`config.mk`:
```
export PLATFORM = sky130hd
export DESIGN_NAME = rx_seg_release_sched
export DESIGN_NICKNAME = d
export VERILOG_FILES = /design/src/rtl/rx_seg_release_sched.sv
export SDC_FILE = /design/constraint.sdc
export NUM_CORES = 1
export LEC_CHECK = 0
export CORE_UTILIZATION = 31
export CTS_CLUSTER_SIZE = 25
export DETAILED_ROUTE_END_ITERATION = 6
export MAX_ROUTING_LAYER = met4
export PLACE_DENSITY = 0.47
export SETUP_SLACK_MARGIN = 0.3
export SLEW_MARGIN = 15
export SYNTH_ARGS = -nofsm -noshare
export SYNTH_HDL_FRONTEND = slang
export SYNTH_SLANG_ARGS = --single-unit
export TNS_END_PERCENT = 20
```
`constraint.sdc`:
```
create_clock -name clk125MHz -period 4.4 [get_ports clk125MHz]
set_input_delay 0.66 -clock clk125MHz [delete_from_list [all_inputs] [get_ports clk125MHz]]
set_output_delay 0.66 -clock clk125MHz [all_outputs]
set_load 0.005 [all_outputs]
```
`src/rtl/rx_seg_release_sched.sv`:
```
// In-order release scheduler: records voter "segment ready" reports in a bitmap and
// grants the output bus to one segment at a time, skipping a missing segment after a timeout.
module rx_seg_release_sched #(
    parameter int SEGMENT_NUM_MAX = 100,
    parameter int TIMEOUT_CYCLES  = 125000,
    parameter int TO_W            = 17
) (
    input  logic        clk125MHz,
    input  logic        reset,
    input  logic        rdy_valid,
    input  logic [15:0] rdy_seg,
    output logic        grant_valid,
    output logic [15:0] grant_seg,
    input  logic        play_done,
    output logic        skip_pulse,
    output logic        rdy_err,
    output logic [15:0] skip_count,
    output logic        busy
);

    typedef enum logic [1:0] {
        ST_WAIT  = 2'd0,
        ST_GRANT = 2'd1,
        ST_SKIP  = 2'd2
    } state_t;

    localparam logic [SEGMENT_NUM_MAX-1:0] ONE_HOT0 = SEGMENT_NUM_MAX'(1);
    localparam logic [TO_W-1:0]            CNT_LAST = TO_W'(TIMEOUT_CYCLES - 1);
    localparam logic [15:0]                SEG_LAST = 16'(SEGMENT_NUM_MAX - 1);

    state_t                     state, state_next;
    logic [SEGMENT_NUM_MAX-1:0] bitmap, bitmap_next;
    logic [SEGMENT_NUM_MAX-1:0] rdy_mask, grant_mask, set_mask, clr_mask;
    logic [TO_W-1:0]            cnt, cnt_next;
    logic [15:0]                grant_next, seg_advance;
    logic                       rdy_in_range, rdy_is_grant, rdy_err_next;
    logic                       grant_hit, timeout_hit;

    // Shifting a one-hot seed keeps out-of-range indices harmless: they shift to zero.
    assign rdy_mask     = ONE_HOT0 << rdy_seg;
    assign grant_mask   = ONE_HOT0 << grant_seg;
    assign rdy_in_range = rdy_seg < 16'(SEGMENT_NUM_MAX);
    assign rdy_is_grant = rdy_seg == grant_seg;
    assign grant_hit    = |(bitmap & grant_mask);
    assign timeout_hit  = cnt == CNT_LAST;
    assign seg_advance  = (grant_seg == SEG_LAST) ? 16'd0 : grant_seg + 16'd1;

    always_comb begin
        state_next   = state;
        grant_next   = grant_seg;
        cnt_next     = cnt;
        set_mask     = '0;
        clr_mask     = '0;
        rdy_err_next = 1'b0;

        // A report for the segment currently on the bus is treated as a duplicate.
        if (rdy_valid) begin
            if (!rdy_in_range || (|(bitmap & rdy_mask)) ||
                (state == ST_GRANT && rdy_is_grant)) begin
                rdy_err_next = 1'b1;
            end else begin
                set_mask = rdy_mask;
            end
        end

        case (state)
            ST_WAIT: begin
                if (grant_hit) begin
                    state_next = ST_GRANT;
                    cnt_next   = '0;
                end else if (timeout_hit) begin
                    cnt_next = '0;
                    // A late report for the expected segment beats the timeout.
                    if (rdy_valid && rdy_is_grant) begin
                        state_next = ST_GRANT;
                    end else begin
                        state_next = ST_SKIP;
                    end
                end else if (|bitmap) begin
                    cnt_next = cnt + TO_W'(1);
                end else begin
                    cnt_next = '0;
                end
            end
            ST_GRANT: begin
                if (play_done) begin
                    clr_mask   = grant_mask;
                    grant_next = seg_advance;
                    cnt_next   = '0;
                    state_next = ST_WAIT;
                end
            end
            ST_SKIP: begin
                grant_next = seg_advance;
                cnt_next   = '0;
                state_next = ST_WAIT;
            end
            default: begin
                state_next = ST_WAIT;
                cnt_next   = '0;
            end
        endcase

        bitmap_next = (bitmap & ~clr_mask) | set_mask;
    end

    always_ff @(posedge clk125MHz or posedge reset) begin
        if (reset) begin
            state      <= ST_WAIT;
            bitmap     <= '0;
            grant_seg  <= 16'd0;
            cnt        <= '0;
            rdy_err    <= 1'b0;
            busy       <= 1'b0;
            skip_count <= 16'd0;
        end else begin
            state     <= state_next;
            bitmap    <= bitmap_next;
            grant_seg <= grant_next;
            cnt       <= cnt_next;
            rdy_err   <= rdy_err_next;
            busy      <= (|bitmap_next) | (state_next == ST_GRANT);
            if (state_next == ST_SKIP && skip_count != 16'hFFFF) begin
                skip_count <= skip_count + 16'd1;
            end
        end
    end

    assign grant_valid = state == ST_GRANT;
    assign skip_pulse  = state == ST_SKIP;

endmodule

```
==> impl_metrics.json <==
{
  "first_pass_iters": 5,
  "vias": 12424,
  "clock_latency_ns": 0.47,
  "cp_data_arrival_time_ns": 4.37,
  "pre_cts_slack_ns": -0.251,
  "cts_tree": "done",
  "synth_area_leader_cell": "dfrtp_1",
  "critPathMaxFanout": 7,
  "clockBufferDepth": 2,
  "dpl.cell_count": 1924,
  "utilization_pct": 43.6,
  "yosys.area.top_type_share_pct": 37.1,
  "outcome": "complete, no violations",
  "synth_warnings": 0,
  "gp_routability_congestion": 1.09,
  "tightest_slew_ns": 0.915,
  "synth.distinct_cells": 80,
  "period_share_pct": 91.5,
  "cts.clk_slew.worst_paths_ns": 0.06,
  "fill_cells": 3336,
  "grtUsageTotal_pct": 40.9,
  "port-buffer-count": 55,
  "p_leak_nw": 5.91,
  "dp_hpwl_mm": 52.9,
  "drv_cap": 0,
  "rows": 66,
  "cts_sinks": 153,
  "hold_path.class": "reg2reg",
  "ant_nets": 0,
  "fin_worst_skew_ns": 0.0192,
  "synth_edf_count": 0,
  "synthFlopType": "dfrtp_1",
  "clock-root-buffer": "clkbuf_16",
  "netlist_area_um2": 10300,
  "required_ns": 4.74,
  "rsz0062_at_grt": "true",
  "cts_hold_buf": 0,
  "cts_buffers": 17,
  "async_flop_share_pct": 100,
  "syn-num-nets": 1233,
  "boundaryPins": 56,
  "post_dp_cell_area_um2": 13500,
  "avgSynthCellArea_um2": 8.52,
  "area_growth_pct": 38.0,
  "htree_levels": 4,
  "netlist_top_cells_area": "dfrtp_1, o21ai_0, nand3_1, nand4_1, nor4_1",
  "grt_start_max_net_pins": 65,
  "final_hold_viol_count": 0,
  "syn_inst": 1210,
  "post_drt_wl_per_cell_um": 33.8,
  "drt-initial-drc-count": 1712,
  "layout_min_cycle_time_ns": 4.03,
  "relSlewSlack_pct": 38.5,
  "die_w_um": 184,
  "ir_drop_uv": 278,
  "setup_ws_ns": 0.374,
  "setup_viol": 0,
  "fin_cells": 1960,
  "cp-end-kind": "flip-flop",
  "antenna_found_initial": 4,
  "wl_mm": 66.3,
  "grt_pass1_wl_mm": 92.7,
  "drive_above_1_share_pct": 27.9,
  "dieArea_um2": 34000,
  "via_per_inst": 6.34,
  "ys_seq_elements": 153,
  "nets": 1526,
  "final_cell_area_um2": 14200,
  "start_kind": "flip-flop",
  "seq_area_frac_synth_pct": 37.1,
  "die_y_um": 184,
  "final.setup.tns_ns": 0,
  "fmax_mhz": 248,
  "power_density_nw_per_um2": 218,
  "core_region_area_um2": 32600,
  "grt-ovfl-total": 0,
  "drt_drc_violations_left": 0,
  "worst-setup-path-type": "reg2reg",
  "start_util_pct": 31.6,
  "grt_pass1_vias": 12109,
  "slew_viol_final": 0
}
[registers in the layout, indices dropped and copies added, names as in the netlist]
signal / flops
cnt: 17
state: 2
grant_seg: 16
bitmap: 100
busy: 1
skip_count: 16
rdy_err: 1
[cell usage after synthesis, types with 5 or more instances]
cell and count:
a211oi_1 6, a21oi_1 15, a22o_1 15, a22oi_1 10, a31oi_1 12, and2_1 9, and3_1 27, buf_1 12
buf_2 21, buf_6 5, clkbuf_1 50, dfrtp_1 153, inv_1 16, mux2_2 17, mux2i_1 25, nand2_1 78
nand2b_1 9, nand3_1 81, nand3b_1 8, nand4_1 56, nor2_1 49, nor2_2 6, nor2b_1 21, nor3_1 26
nor3b_1 17, nor4_1 50, o2111ai_1 6, o21ai_0 202, o22ai_1 8, o31ai_1 29, o32ai_1 6, o41ai_1 13
or2_2 6, or3_1 10, or3b_2 6, xnor2_1 34, xor2_1 11
[per-layer routing]
layer	wire length (um)	global-route usage, %
met1	27800	53.0
met3	6370	9.82
met5	0	-
met2	27600	57.3
met4	4590	24.5
[power by group]
group,leakage [nW],switching [mW],internal (mW)
clock network,0.255,0.709,0.737
logic,3.54,0.151,0.102
registers,2.12,0.000322,1.41
[cell usage in the layout, fill, tap and decap left out, drive strengths merged, types with 5 or more instances in the layout]
cell / netlist / layout
o22ai: 8 / 8
nand3: 81 / 81
o31ai: 29 / 29
o32ai: 6 / 6
nand2: 78 / 78
clkinvlp: 0 / 5
xor2: 12 / 12
a22oi: 10 / 10
o2111ai: 6 / 6
or3b: 6 / 6
nand3b: 8 / 8
clkdlybuf4s50: 0 / 52
or2: 8 / 8
nor2b: 21 / 21
xnor2: 34 / 34
inv: 17 / 23
buf: 40 / 310
or3: 10 / 10
mux2: 17 / 17
and3: 27 / 27
mux2i: 25 / 25
nor4: 50 / 50
a22o: 15 / 15
nor3: 26 / 26
nand4: 56 / 56
o21ai: 202 / 202
nand2b: 9 / 9
o41ai: 13 / 13
and2: 9 / 9
a31oi: 12 / 12
nor3b: 17 / 17
dfrtp: 153 / 153
clkbuf: 50 / 19
a21oi: 15 / 15
a211oi: 6 / 6
nor2: 56 / 56
[through the flow]
step,power [mW],hold WS [ns]
floorplan,1.53,0.438
global placement,1.68,0.458
detailed placement,1.68,0.464
CTS,3.12,0.479
global route,3.20,0.506
finish,3.10,0.479
[worst paths after layout]
| path | startpoint | to | slack (ns) | cells after the start |
|---|---|---|---|---|
| min | cnt[16] | cnt[16] | 0.48 | 1 |
| min in group asynchronous | reset | skip_count[13] | 0.57 | 2 |
| max | grant_seg[0] | skip_count[7] | 0.37 | 13 |
| min reg2reg | cnt[16] | cnt[16] | 0.48 | 1 |
| max reg2reg | grant_seg[0] | skip_count[7] | 0.37 | 13 |
| max in group asynchronous | reset | bitmap[87] | 3.09 | 3 |
[final cells by class]
type	instances	area (um2)	share of cell area, %
multi-input combinational	950	6200	43.6
timing repair buffer	364	3030	21.3
tap	442	553	3.89
clock buffer	19	433	3.04
inverter	17	67.6	0.475
antenna	2	5.00	0.0352
sequential	153	3830	26.9
clock inverter	13	110	0.773
[worst max-delay path, cell delays in order (launching register included)]
cell and delay [ns]:
dfrtp_1 0.52, nor3b_1 0.21, buf_4 0.18, nand3_1 0.37
buf_4 0.20, o22ai_1 0.09, nor4_1 0.30, o2111ai_1 0.22
a2111oi_4 0.44, and2_1 0.19, or4b_1 0.57, nor2_2 0.32
nand3_1 0.14, xnor2_1 0.14
[cell families after synthesis]
group,after synthesis,share of synthesized area (%)
compound gates,365,22.1
xor+xnor,46,3.98
fa+ha+maj,4,0.461
buf+inv,107,4.59
flops,153,37.1
mux,46,5.16
simple gates,489,26.6
[repair_timing]
action / 4_1_cts / 5_1_grt
setup buffers: 0 / 2
resized for setup: 8 / 38
pin swaps: 0 / 4
endpoints found under the setup margin: 13 / 10
No activity file was read; power rests on OpenSTA's default activity.
